==> src/rtl/fir_seq_pkg.sv <==
// fir_seq_pkg: shared sizes and FSM state encoding for the FIR sequencer
package fir_seq_pkg;
    localparam int NTAPS      = 32;
    localparam int DATA_W     = 16;
    localparam int CFG_ADDR_W = 5;
    typedef enum logic [1:0] {IDLE, LAUNCH, WAIT} state_t;
endpackage

==> src/rtl/fir_coeff_bank.sv <==
// fir_coeff_bank: shadow/active coefficient banks with an atomic commit that only lands while the sequencer is idle
module fir_coeff_bank #(
    parameter int NTAPS  = fir_seq_pkg::NTAPS,
    parameter int DATA_W = fir_seq_pkg::DATA_W
) (
    input  logic                                clk,
    input  logic                                rst_n,
    input  logic                                idle,
    input  logic                                cfg_we,
    input  logic [fir_seq_pkg::CFG_ADDR_W-1:0]  cfg_addr,
    input  logic [DATA_W-1:0]                   cfg_wdata,
    input  logic                                cfg_commit,
    output logic                                cfg_pending,
    output logic [NTAPS*DATA_W-1:0]             coeff_active
);
    import fir_seq_pkg::*;
    logic pending;
    logic apply;
    // the commit edge itself counts, so a commit requested while idle never shows as pending
    assign apply       = idle && (pending || cfg_commit);
    assign cfg_pending = pending;
    always_ff @(posedge clk or negedge rst_n)
        if (!rst_n) pending <= 1'b0;
        else        pending <= !apply && (pending || cfg_commit);
    for (genvar k = 0; k < NTAPS; k++) begin : g_tap
        logic [DATA_W-1:0] shadow;
        logic [DATA_W-1:0] active;
        logic              hit;
        assign hit = cfg_we && cfg_addr == CFG_ADDR_W'(k);
        // a write landing on the apply edge is forwarded straight into the active copy
        always_ff @(posedge clk or negedge rst_n)
            if (!rst_n) begin
                shadow <= '0;
                active <= '0;
            end else begin
                if (hit)   shadow <= cfg_wdata;
                if (apply) active <= hit ? cfg_wdata : shadow;
            end
        assign coeff_active[k*DATA_W +: DATA_W] = active;
    end
endmodule

==> src/rtl/fir_seq_ctrl.sv <==
// fir_seq_ctrl: sample/result stream sequencer for the 32-tap FIR with committed coefficient banks
// Optional WAIT-state watchdog and sticky err flag enabled by defining FIR_SEQ_TIMEOUT_EN.
module fir_seq_ctrl #(
    parameter int NTAPS          = fir_seq_pkg::NTAPS,
    parameter int DATA_W         = fir_seq_pkg::DATA_W,
    parameter int TIMEOUT_CYCLES = 64
) (
    input  logic                                clk,
    input  logic                                rst_n,
    input  logic                                in_valid,
    output logic                                in_ready,
    input  logic [DATA_W-1:0]                   in_data,
    output logic                                out_valid,
    input  logic                                out_ready,
    output logic [DATA_W-1:0]                   out_data,
    input  logic                                cfg_we,
    input  logic [fir_seq_pkg::CFG_ADDR_W-1:0]  cfg_addr,
    input  logic [DATA_W-1:0]                   cfg_wdata,
    input  logic                                cfg_commit,
    output logic                                cfg_pending,
    output logic                                fir_run,
    input  logic                                fir_busy,
    output logic [DATA_W-1:0]                   fir_sample,
    input  logic [DATA_W-1:0]                   fir_result,
    output logic [NTAPS*DATA_W-1:0]             coeff_active,
    output logic                                err,
    input  logic                                err_clr
);
    import fir_seq_pkg::*;
    state_t state, state_nx;
    logic   accept, done, timeout;
    assign in_ready = state == IDLE && (!out_valid || out_ready);
    assign accept   = in_valid && in_ready;
    assign done     = state == WAIT && !fir_busy;
    // run follows the async-reset state register, so it drops the moment reset asserts
    assign fir_run  = state == LAUNCH;
    always_ff @(posedge clk or negedge rst_n)
        if (!rst_n) state <= IDLE;
        else        state <= state_nx;
    always_comb begin
        state_nx = state;
        case (state)
            IDLE:    state_nx = accept ? LAUNCH : IDLE;
            LAUNCH:  state_nx = WAIT;
            WAIT:    state_nx = (done || timeout) ? IDLE : WAIT;
            default: state_nx = IDLE;
        endcase
    end
    always_ff @(posedge clk or negedge rst_n)
        if (!rst_n) begin
            fir_sample <= '0;
            out_valid  <= 1'b0;
            out_data   <= '0;
        end else begin
            if (accept) fir_sample <= in_data;
            if (done)   out_data   <= fir_result;
            out_valid <= done || (out_valid && !out_ready);
        end
`ifdef FIR_SEQ_TIMEOUT_EN
    localparam int CW = $clog2(TIMEOUT_CYCLES + 1);
    logic [CW-1:0] wd_cnt;
    logic          err_q;
    assign timeout = state == WAIT && fir_busy && wd_cnt == CW'(TIMEOUT_CYCLES - 1);
    assign err     = err_q;
    always_ff @(posedge clk or negedge rst_n)
        if (!rst_n) begin
            wd_cnt <= '0;
            err_q  <= 1'b0;
        end else begin
            wd_cnt <= state == WAIT ? wd_cnt + 1'b1 : '0;
            err_q  <= !err_clr && (err_q || timeout);
        end
`else
    logic unused_wd;
    assign timeout   = 1'b0;
    assign err       = 1'b0;
    assign unused_wd = err_clr | (TIMEOUT_CYCLES == 0);
`endif
    fir_coeff_bank #(.NTAPS(NTAPS), .DATA_W(DATA_W)) u_bank (
        .clk          (clk),
        .rst_n        (rst_n),
        .idle         (state == IDLE),
        .cfg_we       (cfg_we),
        .cfg_addr     (cfg_addr),
        .cfg_wdata    (cfg_wdata),
        .cfg_commit   (cfg_commit),
        .cfg_pending  (cfg_pending),
        .coeff_active (coeff_active)
    );
endmodule

==> config.mk <==
export PLATFORM = sky130hd
export DESIGN_NAME = fir_seq_ctrl
export DESIGN_NICKNAME = d
export VERILOG_FILES = /design/src/rtl/fir_seq_pkg.sv /design/src/rtl/fir_coeff_bank.sv /design/src/rtl/fir_seq_ctrl.sv
export SDC_FILE = /design/constraint.sdc
export NUM_CORES = 2
export LEC_CHECK = 0
export BUFFER_PORTS_ARGS = -buffer_cell sky130_fd_sc_hd__buf_2
export CORE_MARGIN = 2
export CORE_UTILIZATION = 30
export DETAILED_ROUTE_END_ITERATION = 7
export PLACE_DENSITY_LB_ADDON = 0.2
export SLEW_MARGIN = 25
export SYNTH_ARGS = -nofsm -noshare
export SYNTH_HDL_FRONTEND = slang
export SYNTH_SLANG_ARGS = --single-unit
export TNS_END_PERCENT = 10
==> constraint.sdc <==
create_clock -name clk -period 2.1 [get_ports clk]
set_clock_uncertainty 0.2 [all_clocks]
set_input_delay 0.42 -clock clk [delete_from_list [all_inputs] [get_ports clk]]
set_output_delay 0.42 -clock clk [all_outputs]
set_load 0.1 [all_outputs]
==> impl_metrics.json <==
{
  "max_freq_mhz": 439,
  "fin_util_pct": 42.1,
  "status": "finished, violations left",
  "gp_congestion": 0.793,
  "yosys_warnings": 0,
  "multi_input_area_sq_um": 13600,
  "finalSetupViolCount": 2,
  "io_pins": 610,
  "cp_data_arrival_time_ns": 1.66,
  "drtPass1Iterations": 6,
  "dpl_cell_area_sq_um": 49100,
  "tritoncts": "yes",
  "finalCriticalPeriod_ns": 2.28,
  "htree_levels": 3,
  "drive_gt1_share_pct": 26.4,
  "start_kind": "flip-flop",
  "dr_total_vias": 35800,
  "root_buffer": "clkbuf_16",
  "seq_area_frac_synth_pct": 63.7,
  "worst_pin_slew_ns": 0.563,
  "grt_max_degree": 92,
  "grt_pass1_vias": 35400,
  "port_buffers": 607,
  "drt-initial-drc-count": 2995,
  "cts_buffers": 119,
  "dp_hpwl_um": 108000,
  "syn_avg_cell_area_sq_um": 10.0,
  "syn-num-nets": 4216,
  "grt_setup_unrepaired": "true",
  "start_util_pct": 30.3,
  "syn_area_sq_um": 41700,
  "clock_latency_ns": 0.77,
  "viasPerCell": 5.34,
  "clk_pin_slew_ns": 0.06,
  "hp-class": "in2reg",
  "routedWlPerCell_um": 25.2,
  "antenna_found_initial": 17,
  "place_ws_ns": -0.0618,
  "dieArea_sq_um": 142000,
  "max_cap_violations": 0,
  "ant_nets": 0,
  "grt_overflow": 0,
  "fp.coreArea_sq_um": 138000,
  "synth-seq-cells": 1060,
  "violations": "negative setup slack",
  "drc": 0,
  "rows": 136,
  "routed_wl_um": 169000,
  "finish.instance_area_sq_um": 58000,
  "fin_crit_sh_pct": 108,
  "regArea_sq_um": 26700,
  "cp.buffers_inverters": 2,
  "path_class": "reg2out",
  "endpoint_kind": "primary output",
  "relSlewSlack_pct": 62.5,
  "syn_to_final_growth_pct": 39.1,
  "hold_violations": 0,
  "cp_cell_sequence": "buf_4 > nor2b_4 > buf_12",
  "fillCellCount": 13000,
  "crit_required_ns": 1.48,
  "ff2ff_setup_slack_ns": 0.10,
  "synth_cells": 4155,
  "slew_violations": 0,
  "clk_path_buf_depth": 3,
  "setup-tns-final_ns": -0.343,
  "synthDistinctLibCells": 35,
  "crit_family": "flip-flops",
  "layout.nets": 4855,
  "fp.dieH_um": 377,
  "clock-sinks": 1060,
  "async_flop_share_pct": 100,
  "grt_util_all_layers_pct": 23.4,
  "cp_slowest_cell": "dfrtp_2",
  "fin_ws_ns": -0.176,
  "cp_slowest_stage_delay_ns": 0.43,
  "crit_fanout": 3,
  "synth_flop_cell": "dfrtp_1",
  "synth_edf_count": 0,
  "grt_pass1_wl_um": 246000,
  "die_w_um": 377
}
==> sequential cells by signal, indices dropped and copies added (netlist names) <==
register,flops
u_bank.g_tap.shadow,512
fir_sample,16
state,2
u_bank.g_tap.active,512
u_bank.cfg_pending,1
out_data,16
out_valid,1
==> cell families after synthesis <==
| family | share of synthesized area [%] |
|---|---|
| compound gates | 20.0 |
| simple gates | 11.3 |
| mux | 0.865 |
| flops | 63.7 |
| other cells | 0.00900 |
| buf+inv | 4.22 |
==> final timing paths <==
kind	from	end	cells past startpoint
hold reg to reg	u_bank.g_tap[7].shadow[4]$_DFF_PN0_	u_bank.g_tap[7].shadow[4]$_DFF_PN0_	2
hold / removal	out_ready	state[0]$_DFF_PN0_	5
setup / recovery	state[1]$_DFF_PN0_	fir_run	3
max in group asynchronous	rst_n	u_bank.g_tap[13].shadow[14]$_DFF_PN0_	3
setup reg to reg	state[0]$_DFF_PN0_	u_bank.g_tap[9].active[11]$_DFFE_PN0P_	6
min in group asynchronous	rst_n	u_bank.g_tap[16].shadow[10]$_DFF_PN0_	3
==> metrics by stage <==
stage | hold WS, ns | cells
floorplan | -0.0756 | 4155
detailed placement | 0.200 | 6422
CTS | 0.0170 | 6684
global placement | 0.200 | 6422
global route | 0.0587 | 6688
finish | 0.0794 | 6700
==> tightest hold or removal path, cell delays in order <==
cell and delay, ns:
buf_2 0.08, nand2b_4 0.13, nand3_1 0.08, buf_4 0.21, inv_1 0.07
==> layer usage <==
metal / part of all wire, % / up-vias / GRT usage (%) / routed length (um)
met3: 8.1 / 235 / 5.77 / 13600
met4: 2.6 / 6 / 7.03 / 4470
met2: 45 / 1460 / 35.5 / 76700
met5: 0.022 / - / 0 / 37
met1: 44 / 18200 / 32.8 / 74200
li1: - / 15900 / - / -
==> placed cells by master (no fill, tap or decap), types with 40 or more instances in the layout <==
| cell | n |
|---|---|
| o21ai_0 | 436 |
| o21ai_1 | 76 |
| dfrtp_2 | 146 |
| dfrtp_1 | 914 |
| dlygate4sd3_1 | 40 |
| buf_6 | 189 |
| a31oi_1 | 512 |
| a21oi_1 | 512 |
| buf_8 | 88 |
| buf_2 | 56 |
| buf_4 | 293 |
| buf_12 | 254 |
| nand2_1 | 1025 |
| clkbuf_16 | 121 |
==> cell type report <==
type	instances	area share [%]
flip-flops and latches	1060	46.1
multi-input cells	2690	23.5
repair buffers	921	19.7
clock buffers	177	6.12
well taps	1794	3.87
clock inverters	41	0.658
diodes	15	0.0648
inverters	2	0.0130
==> Yosys cell counts (2+ instances only) <==
| master | n | area [sq um] |
|---|---|---|
| a21oi_1 | 512 | 2560 |
| a31oi_1 | 512 | 3200 |
| and3_1 | 16 | 100 |
| and3b_1 | 32 | 280 |
| and4b_1 | 3 | 30.0 |
| and4bb_2 | 3 | 37.5 |
| buf_1 | 18 | 67.6 |
| buf_2 | 112 | 561 |
| buf_4 | 6 | 45.0 |
| buf_6 | 10 | 113 |
| clkbuf_1 | 257 | 965 |
| dfrtp_1 | 1060 | 26500 |
| inv_1 | 2 | 7.51 |
| mux2_2 | 32 | 360 |
| nand2_1 | 1026 | 3850 |
| nand2b_1 | 4 | 25.0 |
| nand4b_1 | 2 | 17.5 |
| nand4bb_1 | 3 | 33.8 |
| nor2_1 | 3 | 11.3 |
| nor3b_2 | 17 | 213 |
| o21ai_0 | 436 | 2180 |
| o21ai_1 | 76 | 380 |
==> timing repair <==
item                                    in CTS  in global routing
resized for setup                         1127                518
hold endpoints to repair                  1099                  0
buffers inserted                             5                  1
endpoints found under the setup margin     548                230
gates cloned                                 0                  0
hold buffers                                40                  0
pin swaps                                    1                  0
Power is left out: the tool's default activity adds up to more than one toggle a clock period on the data nets, which glitch-free logic cannot reach.
